## src/rtl/button_press_classifier.sv

```systemverilog
// -----------------------------------------------------------------------------
// button_press_classifier
//
// Front-end conditioning for one push-button. The raw pad input is
// synchronised into the clk domain and debounced. Each debounced press is then
// classified as short or long, and the result is reported as single-cycle event
// pulses. The downstream controller therefore sees clean events, not raw levels.
//
// Parameters:
//   DEBOUNCE_COUNT   - consecutive cycles a new synchronised level must hold
//                      before btn_level follows it (>= 1)
//   LONG_PRESS_COUNT - debounced-high cycles that make a press "long" (>= 2)
//
// Ports:
//   clk          in   system clock
//   reset        in   synchronous, active-high reset
//   btn_raw      in   asynchronous pad input, active-high
//   btn_level    out  debounced button level
//   press_pulse  out  one-cycle pulse on the debounced rising edge
//   short_pulse  out  one-cycle pulse on release of a press shorter than
//                     LONG_PRESS_COUNT
//   long_pulse   out  one-cycle pulse once a hold reaches LONG_PRESS_COUNT,
//                     issued while the button is still held
//
// Build option:
//   LONG_REPEAT_EN - when defined, long_pulse repeats every LONG_PRESS_COUNT
//                    cycles for as long as the button stays held. When it is
//                    undefined, exactly one long_pulse is issued per press.
//
// Timing (DEBOUNCE_COUNT = D, LONG_PRESS_COUNT = L):
//   btn_level follows btn_raw 2 + D cycles after the raw edge.
//   press_pulse is high in the cycle after btn_level rises.
//   long_pulse is high L cycles after btn_level rises. A debounced hold of
//   exactly L cycles is long, and a hold of L-1 cycles is short.
//   short_pulse is high in the cycle after btn_level falls.
// -----------------------------------------------------------------------------
module button_press_classifier #(
    parameter int DEBOUNCE_COUNT   = 1_000_000,
    parameter int LONG_PRESS_COUNT = 100_000_000
) (
    input  logic clk,
    input  logic reset,
    input  logic btn_raw,
    output logic btn_level,
    output logic press_pulse,
    output logic short_pulse,
    output logic long_pulse
);

    // -------------------------------------------------------------------------
    // Local sizing
    // -------------------------------------------------------------------------
    localparam int SYNC_STAGES = 2;
    localparam int DEB_W       = (DEBOUNCE_COUNT > 1) ? $clog2(DEBOUNCE_COUNT) : 1;
    localparam int HOLD_W      = $clog2(LONG_PRESS_COUNT + 1);

    localparam logic [DEB_W-1:0]  DEB_LAST  = DEB_W'(DEBOUNCE_COUNT - 1);
    localparam logic [HOLD_W-1:0] HOLD_LAST = HOLD_W'(LONG_PRESS_COUNT - 1);
    localparam logic [HOLD_W-1:0] HOLD_SAT  = HOLD_W'(LONG_PRESS_COUNT);

    typedef enum logic [1:0] {
        ST_IDLE      = 2'd0,
        ST_PRESSED   = 2'd1,
        ST_LONG_HELD = 2'd2
    } state_t;

    // -------------------------------------------------------------------------
    // Registers
    // -------------------------------------------------------------------------
    logic [SYNC_STAGES-1:0] sync_reg;
    logic                   btn_sync;

    logic [DEB_W-1:0]       deb_cnt_reg;
    logic                   btn_level_reg;
    logic                   btn_level_d_reg;
    logic                   press_pulse_reg;

    state_t                 state_reg;
    logic [HOLD_W-1:0]      hold_cnt_reg;
    logic [HOLD_W-1:0]      hold_cnt_next;
    logic                   short_pulse_reg;
    logic                   long_pulse_reg;

    // -------------------------------------------------------------------------
    // Two-flop synchroniser. btn_raw is shifted in at bit 0, and the oldest
    // sample is the synchronised level.
    // -------------------------------------------------------------------------
    always_ff @(posedge clk) begin
        if (reset) begin
            sync_reg <= '0;
        end else begin
            sync_reg <= {sync_reg[SYNC_STAGES-2:0], btn_raw};
        end
    end

    assign btn_sync = sync_reg[SYNC_STAGES-1];

    // -------------------------------------------------------------------------
    // Debouncer. deb_cnt_reg counts consecutive cycles in which the
    // synchronised input disagrees with the accepted level. Any agreement
    // resets the count, so a glitch must last a full DEBOUNCE_COUNT cycles to
    // be accepted. The level flips on the edge that sees the last count value,
    // which gives a total latency of 2 + DEBOUNCE_COUNT from the pad.
    // -------------------------------------------------------------------------
    always_ff @(posedge clk) begin
        if (reset) begin
            deb_cnt_reg   <= '0;
            btn_level_reg <= 1'b0;
        end else if (btn_sync == btn_level_reg) begin
            deb_cnt_reg   <= '0;
        end else if (deb_cnt_reg == DEB_LAST) begin
            deb_cnt_reg   <= '0;
            btn_level_reg <= ~btn_level_reg;
        end else begin
            deb_cnt_reg   <= deb_cnt_reg + 1'b1;
        end
    end

    // -------------------------------------------------------------------------
    // Rising-edge detector on the debounced level. The pulse is registered.
    // -------------------------------------------------------------------------
    always_ff @(posedge clk) begin
        if (reset) begin
            btn_level_d_reg <= 1'b0;
            press_pulse_reg <= 1'b0;
        end else begin
            btn_level_d_reg <= btn_level_reg;
            press_pulse_reg <= btn_level_reg & ~btn_level_d_reg;
        end
    end

    // -------------------------------------------------------------------------
    // Saturating increment of the hold counter. The counter can never wrap,
    // even if a state path keeps counting past the long-press threshold.
    // -------------------------------------------------------------------------
    always_comb begin
        hold_cnt_next = hold_cnt_reg;
        if (hold_cnt_reg != HOLD_SAT) begin
            hold_cnt_next = hold_cnt_reg + 1'b1;
        end
    end

    // -------------------------------------------------------------------------
    // Press classifier FSM. All pulse outputs are registered.
    //
    // The IDLE->PRESSED edge counts as the first held cycle. Each later
    // PRESSED cycle with the button still down advances hold_cnt_reg. The long
    // decision is taken on the edge where the count would reach L-1. A release
    // seen on that same edge takes the PRESSED/low branch instead, so release
    // wins at the boundary and the press is reported as short.
    // -------------------------------------------------------------------------
    always_ff @(posedge clk) begin
        if (reset) begin
            state_reg       <= ST_IDLE;
            hold_cnt_reg    <= '0;
            short_pulse_reg <= 1'b0;
            long_pulse_reg  <= 1'b0;
        end else begin
            short_pulse_reg <= 1'b0;
            long_pulse_reg  <= 1'b0;

            case (state_reg)
                ST_IDLE: begin
                    if (btn_level_reg) begin
                        state_reg    <= ST_PRESSED;
                        hold_cnt_reg <= '0;
                    end
                end

                ST_PRESSED: begin
                    if (btn_level_reg) begin
                        hold_cnt_reg <= hold_cnt_next;
                        if (hold_cnt_next == HOLD_LAST) begin
                            long_pulse_reg <= 1'b1;
                            state_reg      <= ST_LONG_HELD;
`ifdef LONG_REPEAT_EN
                            // Start the auto-repeat interval from zero.
                            hold_cnt_reg   <= '0;
`endif
                        end
                    end else begin
                        short_pulse_reg <= 1'b1;
                        state_reg       <= ST_IDLE;
                    end
                end

                ST_LONG_HELD: begin
                    if (!btn_level_reg) begin
                        // The press was already reported by long_pulse.
                        state_reg <= ST_IDLE;
                    end
`ifdef LONG_REPEAT_EN
                    else if (hold_cnt_reg == HOLD_LAST) begin
                        long_pulse_reg <= 1'b1;
                        hold_cnt_reg   <= '0;
                    end else begin
                        hold_cnt_reg   <= hold_cnt_next;
                    end
`endif
                end

                default: begin
                    state_reg <= ST_IDLE;
                end
            endcase
        end
    end

    // -------------------------------------------------------------------------
    // Outputs
    // -------------------------------------------------------------------------
    assign btn_level   = btn_level_reg;
    assign press_pulse = press_pulse_reg;
    assign short_pulse = short_pulse_reg;
    assign long_pulse  = long_pulse_reg;

endmodule

```

## config.mk

```make
export PLATFORM = sky130hd
export DESIGN_NAME = button_press_classifier
export DESIGN_NICKNAME = d
export VERILOG_FILES = /design/src/rtl/button_press_classifier.sv
export SDC_FILE = /design/constraint.sdc
export NUM_CORES = 1
export LEC_CHECK = 0
export ABC_AREA = 1
export BUFFER_PORTS_ARGS = -buffer_cell sky130_fd_sc_hd__buf_2
export CAP_MARGIN = 25
export CORE_MARGIN = 3
export CORE_UTILIZATION = 60
export CTS_CLUSTER_SIZE = 16
export DETAILED_ROUTE_END_ITERATION = 8
export PLACE_DENSITY = 0.77
export SLEW_MARGIN = 20
export SYNTH_ARGS = -nofsm -noshare
export SYNTH_HDL_FRONTEND = slang
export SYNTH_SLANG_ARGS = --single-unit
```

## constraint.sdc

```tcl
create_clock -name clk -period 3.6 [get_ports clk]
set_input_delay 0.54 -clock clk [delete_from_list [all_inputs] [get_ports clk]]
set_output_delay 0.54 -clock clk [all_outputs]
set_load 0.03 [all_outputs]
```

# [Yosys cells after proc, flatten, opt, wreduce, memory -nomap -nowiden]
# Cells that the tools add are included.
# W data, S select, Z words.
[word_totals] ff_bits=56 word_cells=45 inputBits=3 output_inout_bits=4
[op_classes] n_eq_ne=10 n_mux=11 add_sub_neg=2 bitwise_logic=5 n_reduce_logical=8
[op_table] cell="$mux W27" count=3
[op_table] cell="$pmux W27 S2" count=1
[op_table] cell="$add A27 B1 Y27 const B" count=1
[op_table] cell="$eq A27 B27 Y1 const B" count=1
[op_table] cell="$ne A27 B27 Y1 const B" count=1
[op_table] cell="$add A20 B1 Y20 const B" count=1
[op_table] cell="$eq A20 B20 Y1 const B" count=1
[op_table] cell="$mux W2" count=4
[op_table] cell="$ne A2 B2 Y1 const B" count=3
[op_table] cell="$pmux W2 S3" count=1
[op_table] cell="$reduce_and A3 Y1" count=2
[op_table] cell="$reduce_or A3 Y1" count=2
[op_table] cell="$not A1 Y1" count=4
[op_table] cell="$ne A3 B3 Y1 const B" count=1
[op_table] cell="$eq A2 B1 Y1 const B" count=1
[op_table] cell="$eq A2 B2 Y1 const B" count=1
[op_table] cell="$logic_not A2 Y1" count=1
[op_table] cell="$mux W1" count=2
[op_table] cell="$reduce_and A2 Y1" count=1
[op_table] cell="$reduce_bool A2 Y1" count=1
[op_table] cell="$reduce_or A2 Y1" count=1
[op_table] cell="$and A1 B1 Y1" count=1
[op_table] cell="$eq A1 B1 Y1" count=1

# [Logic depth before layout (Yosys ltp)]
[logic_depth] word_depth=6 ltp_mapped=14 mapped_depth_nobuf=14

# [Least setup slack after synthesis]
# Ideal clock, no wire load.
[synth_timing] kind="register -> register" from="register hold_cnt_reg[0]" to="register state_reg[0]" setup_ps=123 stages_incl_launch_ff=11 path_buffers=0 required_time_ps=3477 path_slack_ps=1890 synth_period_minus_slack_ps=1710 arrival_ps=1587 cell_sequence="dfxtp_1 -> ha_1 -> nand2_1 -> nor2_4 -> nand2_4 -> nor2_4 -> nand4_1 -> nand2_1 -> nand3_2 -> nor3_4 -> a21oi_1"
[synth_via] elab_chain_len=5 elab_cells_between_ends=6 cone_classes="add/sub (1); eq/ne (3); mux (1); reduce/logical (1)"
[synth_lines] item="start, declared" line="79" rtl="logic [HOLD_W-1:0] hold_cnt_reg;"
[synth_lines] item="start signal, assigned" line="172" rtl="hold_cnt_reg <= hold_cnt_next;"
[synth_lines] item="$add A27 B1 Y27 / $ne A27 B27 Y1 (equally long branches)" line="139, 138"
[synth_lines] item="$mux W27 (*)" line="138" rtl="if (hold_cnt_reg != HOLD_SAT) begin"
[synth_lines] item="$eq A27 B27 Y1 (*)" line="173" rtl="if (hold_cnt_next == HOLD_LAST) begin"
[synth_lines] item="$ne A3 B3 Y1 (no line) (*)"
[synth_lines] item="$reduce_and A3 Y1 (no line) (*)"
[synth_lines] item="end signal, assigned" line="154" rtl="state_reg <= ST_IDLE;"
[synth_lines] item="end signal, assigned" line="175" rtl="state_reg <= ST_LONG_HELD;"
[synth_lines] item="end signal, assigned" line="183" rtl="state_reg <= ST_IDLE;"
[synth_lines] item="end, declared" line="78" rtl="state_t state_reg;"
# Every way passes the cells marked *; elsewhere a longest branch is shown, timed or not.
# A chain may end at the register's enable or synchronous reset.

# [Final worst setup path]
[layout_timing] from="register btn_level_reg, in the netlist btn_level" to="register hold_cnt_reg[16]"
[layout_via] elab_chain_len=2 elab_cells_between_ends=3 cone_classes="eq/ne (2); reduce/logical (1)"
[layout_lines] item="start, declared" line="74" rtl="logic btn_level_reg;"
[layout_lines] item="start signal, assigned" line="113" rtl="btn_level_reg <= ~btn_level_reg;"
[layout_lines] item="$ne A2 B2 Y1 (no line)"
[layout_lines] item="$reduce_and A3 Y1 (no line) (*)"
# Marks and branches as above.

==> flow_metrics.tcl <==
set metrics [dict create \
    gr-max-usage-layer "met2" \
    gr-usage-met1_pct 35.1 \
    final-instance-count-excl-fill 574 \
    area_added_between_synthesis_and_finish_pct 6.57 \
    number_of_global_route_vias_before_repair 2778 \
    hpwlAfterDp_um 5630 \
    worst_r2r_startpoint "btn_level$_SDFFE_PP0P_" \
    final.period_utilization_pct 62.3 \
    clk_pin_slew_ps 100 \
    drv_cap 0 \
    min_delay_path_depth 1 \
    clock_sink_count 56 \
    synthAdderAreaFrac_pct 1.16 \
    synth-edff-count 0 \
    io_pins 7 \
    power.static_leakage_nw 1.24 \
    root_buffer "sky130_fd_sc_hd__clkbuf_8" \
    layout.cells.most_common "sky130_fd_sc_hd__nand2_1" \
    drt_wl_total_um 7330 \
    ys_seq_elements 56 \
    detail-route-antenna-nets 0 \
    final.min_clock_period_ps 2240 \
    cts_hold_buffers 0 \
    gp_congestion 0.982 \
    fin_setup_tns_ps 0 \
    clock_path_buffers 2 \
    dr.pass1.iters 5 \
    outcome "finished clean" \
    routed_wire_length_per_instance_um 12.8 \
    setup-violations-final 0 \
    fmaxAchievable_ghz 0.446 \
    number_of_clock_buffers_inserted_by_tritoncts 5 \
    synth-compound-area-share_pct 8.19 \
    final_core_util_pct 66.7 \
    hold_viol 0 \
    tritoncts_clock_tree "yes" \
    crit_fanout 24 \
    slew-limit-headroom_pct 47.6 \
    post-place-cells 566 \
    post_synth_num_cell_types 30 \
    grt_pass1_wl_um 12500 \
    fp.dieH_um 79.5 \
    vdd_ir_max_v 0.000245 \
    reg2reg_capture_point "hold_cnt_reg[16]$_SDFFE_PP0P_" \
    cts_htree_levels 2 \
    syn-cell-area_mm2 0.00324 \
    max_slew.worst_pin.slew_ps 785 \
    most-common-layout-cells "sky130_fd_sc_hd__nand2_1, sky130_fd_sc_hd__nor2_1, sky130_fd_sc_hd__inv_1" \
    synthMuxAreaShare_pct 0 \
    hold_start "btn_level_d_reg$_SDFF_PP0_" \
    grt.overflow.total 0 \
    via_count 3042 \
    start_kind "register" \
    required_ps 3850 \
    synthesized_nets 503 \
    floorplan.core_area_mm2 0.00517 \
    power-per-cell-area_mw_per_mm2 306 \
    type_of_the_worst_setup_path "reg2reg" \
    port_buffers 6 \
    clock_latency_late_sink_ps 320 \
    hp-class "reg2reg" \
    die_width_um 79.5 \
    synth_sequential_area_ratio_pct 34.6 \
    global_route.usage.total_pct 24.8 \
    cp-end-kind "register" \
    layout_cells_sized_above_1_pct 10.9 \
    clock-skew-final_ps 10.8 \
    gr-usage-met2_pct 37.8 \
    timing.hold.worst_endpoint "press_pulse$_SDFF_PP0_" \
    async_s_r_ff_share_synth_pct 0 \
    synth_top_family_by_area "simple AND/OR/NAND/NOR gates" \
    timing_max_transition_violations_final 0 \
    detail_route.drc_violations 0 \
    num-nets-final 509 \
    fin_hold_ws_ps 402 \
    route.detailed.vias_per_inst 5.30 \
    initial_core_util_pct 62.6 \
    grt_setup_unrepaired "false" \
    grt_antenna_before_repair 0 \
    critPathArrivalTime_ps 2490 \
    synth_xor_xnor_area_share_pct 5.64 \
    yosys_most_used_dff "sky130_fd_sc_hd__dfxtp_1" \
    synth_cells 497 \
    ff2ff_setup_slack_ps 1360 \
    synth_simple_gate_area_share_pct 41.2 \
    synth.yosys.warnings 0 \
    floorplan.die_area_mm2 0.00631 \
    postSynthAreaPerCell_um2 6.52 \
    post_cts_buffers 0 \
    ctsResizeCount 0 \
    dr.first_iter.drc_count 253 \
    floorplan.rows 26 \
    grt.met3_usage_pct 4.29 \
    antenna_cells 0 \
    total_non_filler_cell_area_in_the_finished_layout_mm2 0.00345 \
    placed_cell_area_mm2 0.00334 \
    grt_max_degree 36 \
    number_of_flip_flops_under_the_largest_register_name 27 \
    timing.reg2reg.worst_path_depth 8 \
]
[critical path: stages (launching register included)]
cell,delay (ps)
sky130_fd_sc_hd__dfxtp_1,450
sky130_fd_sc_hd__inv_2,90
sky130_fd_sc_hd__nor2_2,230
sky130_fd_sc_hd__inv_1,410
sky130_fd_sc_hd__nor2_1,270
sky130_fd_sc_hd__buf_4,220
sky130_fd_sc_hd__inv_1,130
sky130_fd_sc_hd__or2_1,240
sky130_fd_sc_hd__a21oi_1,120
[where the power goes]
group          internal, mW  switching [mW]  total, mW  leakage (nW)
combinational       0.00288         0.00953     0.0124         0.731
clock                 0.211           0.211      0.423        0.0600
sequential            0.620        0.000862      0.621         0.451
[area by class of cell]
cell class | count | area (um^2)
inverter | 68 | 255
multi-input combinational | 363 | 1820
fill | 459 | 1720
tap | 70 | 87.6
clock buffer | 5 | 68.8
sequential | 56 | 1120
timing repair buffer | 9 | 52.6
clock inverter | 3 | 46.3
[per-stage QoR]
stage | setup slack (ps) | total power, mW
6_report | 1360 | 1.06
5_1_grt | 1140 | 1.09
4_1_cts | 1390 | 1.07
3_5_place_dp | 1430 | 0.648
3_3_place_gp | 1470 | 0.648
2_1_floorplan | 1890 | 0.644
[kinds of logic (layout without fill, tap and decap cells)]
kind of cell,count (synthesis),count (layout)
buffers and inverters,78,85
XOR/XNOR,20,20
AO/OA/AOI/OAI,49,49
flip-flops,56,56
adder cells (fa/ha/maj),3,3
AND/OR/NAND/NOR,291,291
[cell usage after synthesis (2+ instances only)]
library cell | count | area share (%)
sky130_fd_sc_hd__nor2_4 | 6 | 2.1
sky130_fd_sc_hd__nand3_1 | 36 | 5.6
sky130_fd_sc_hd__inv_2 | 7 | 0.81
sky130_fd_sc_hd__xor2_1 | 17 | 4.6
sky130_fd_sc_hd__inv_1 | 61 | 7.1
sky130_fd_sc_hd__o21bai_1 | 2 | 0.46
sky130_fd_sc_hd__dfxtp_1 | 56 | 35
sky130_fd_sc_hd__nor2_1 | 70 | 8.1
sky130_fd_sc_hd__nor3_1 | 9 | 1.4
sky130_fd_sc_hd__nand2_2 | 5 | 0.97
sky130_fd_sc_hd__o21ai_0 | 6 | 0.93
sky130_fd_sc_hd__nor4_1 | 2 | 0.39
sky130_fd_sc_hd__buf_2 | 4 | 0.62
sky130_fd_sc_hd__nor2_2 | 11 | 2.1
sky130_fd_sc_hd__clkbuf_1 | 6 | 0.70
sky130_fd_sc_hd__nand2_4 | 2 | 0.70
sky130_fd_sc_hd__o22ai_1 | 5 | 0.97
sky130_fd_sc_hd__nand2_1 | 129 | 15
sky130_fd_sc_hd__xnor2_1 | 2 | 0.54
sky130_fd_sc_hd__a21oi_1 | 34 | 5.3
sky130_fd_sc_hd__nand4_1 | 14 | 2.7
sky130_fd_sc_hd__ha_1 | 3 | 1.2
sky130_fd_sc_hd__nand3_2 | 3 | 0.93
[worst max-delay path by stage]
stage	startpoint	end	slack, ps
global placement	btn_level$_SDFFE_PP0P_	hold_cnt_reg[16]$_SDFFE_PP0P_	1470
finish	btn_level$_SDFFE_PP0P_	hold_cnt_reg[16]$_SDFFE_PP0P_	1360
floorplan	hold_cnt_reg[0]$_SDFFE_PP0P_	state_reg[0]$_SDFFE_PP0P_	1890
global route	btn_level$_SDFFE_PP0P_	hold_cnt_reg[16]$_SDFFE_PP0P_	1140
CTS	btn_level$_SDFFE_PP0P_	hold_cnt_reg[16]$_SDFFE_PP0P_	1390
detailed placement	btn_level$_SDFFE_PP0P_	hold_cnt_reg[16]$_SDFFE_PP0P_	1430
[routing by layer]
metal	part of all wire, %	routed length, um
met2	44	3210
met3	4.2	308
met4	1.8	129
met1	50	3690
met5	0	0
(Power assumes the default switching activity.)
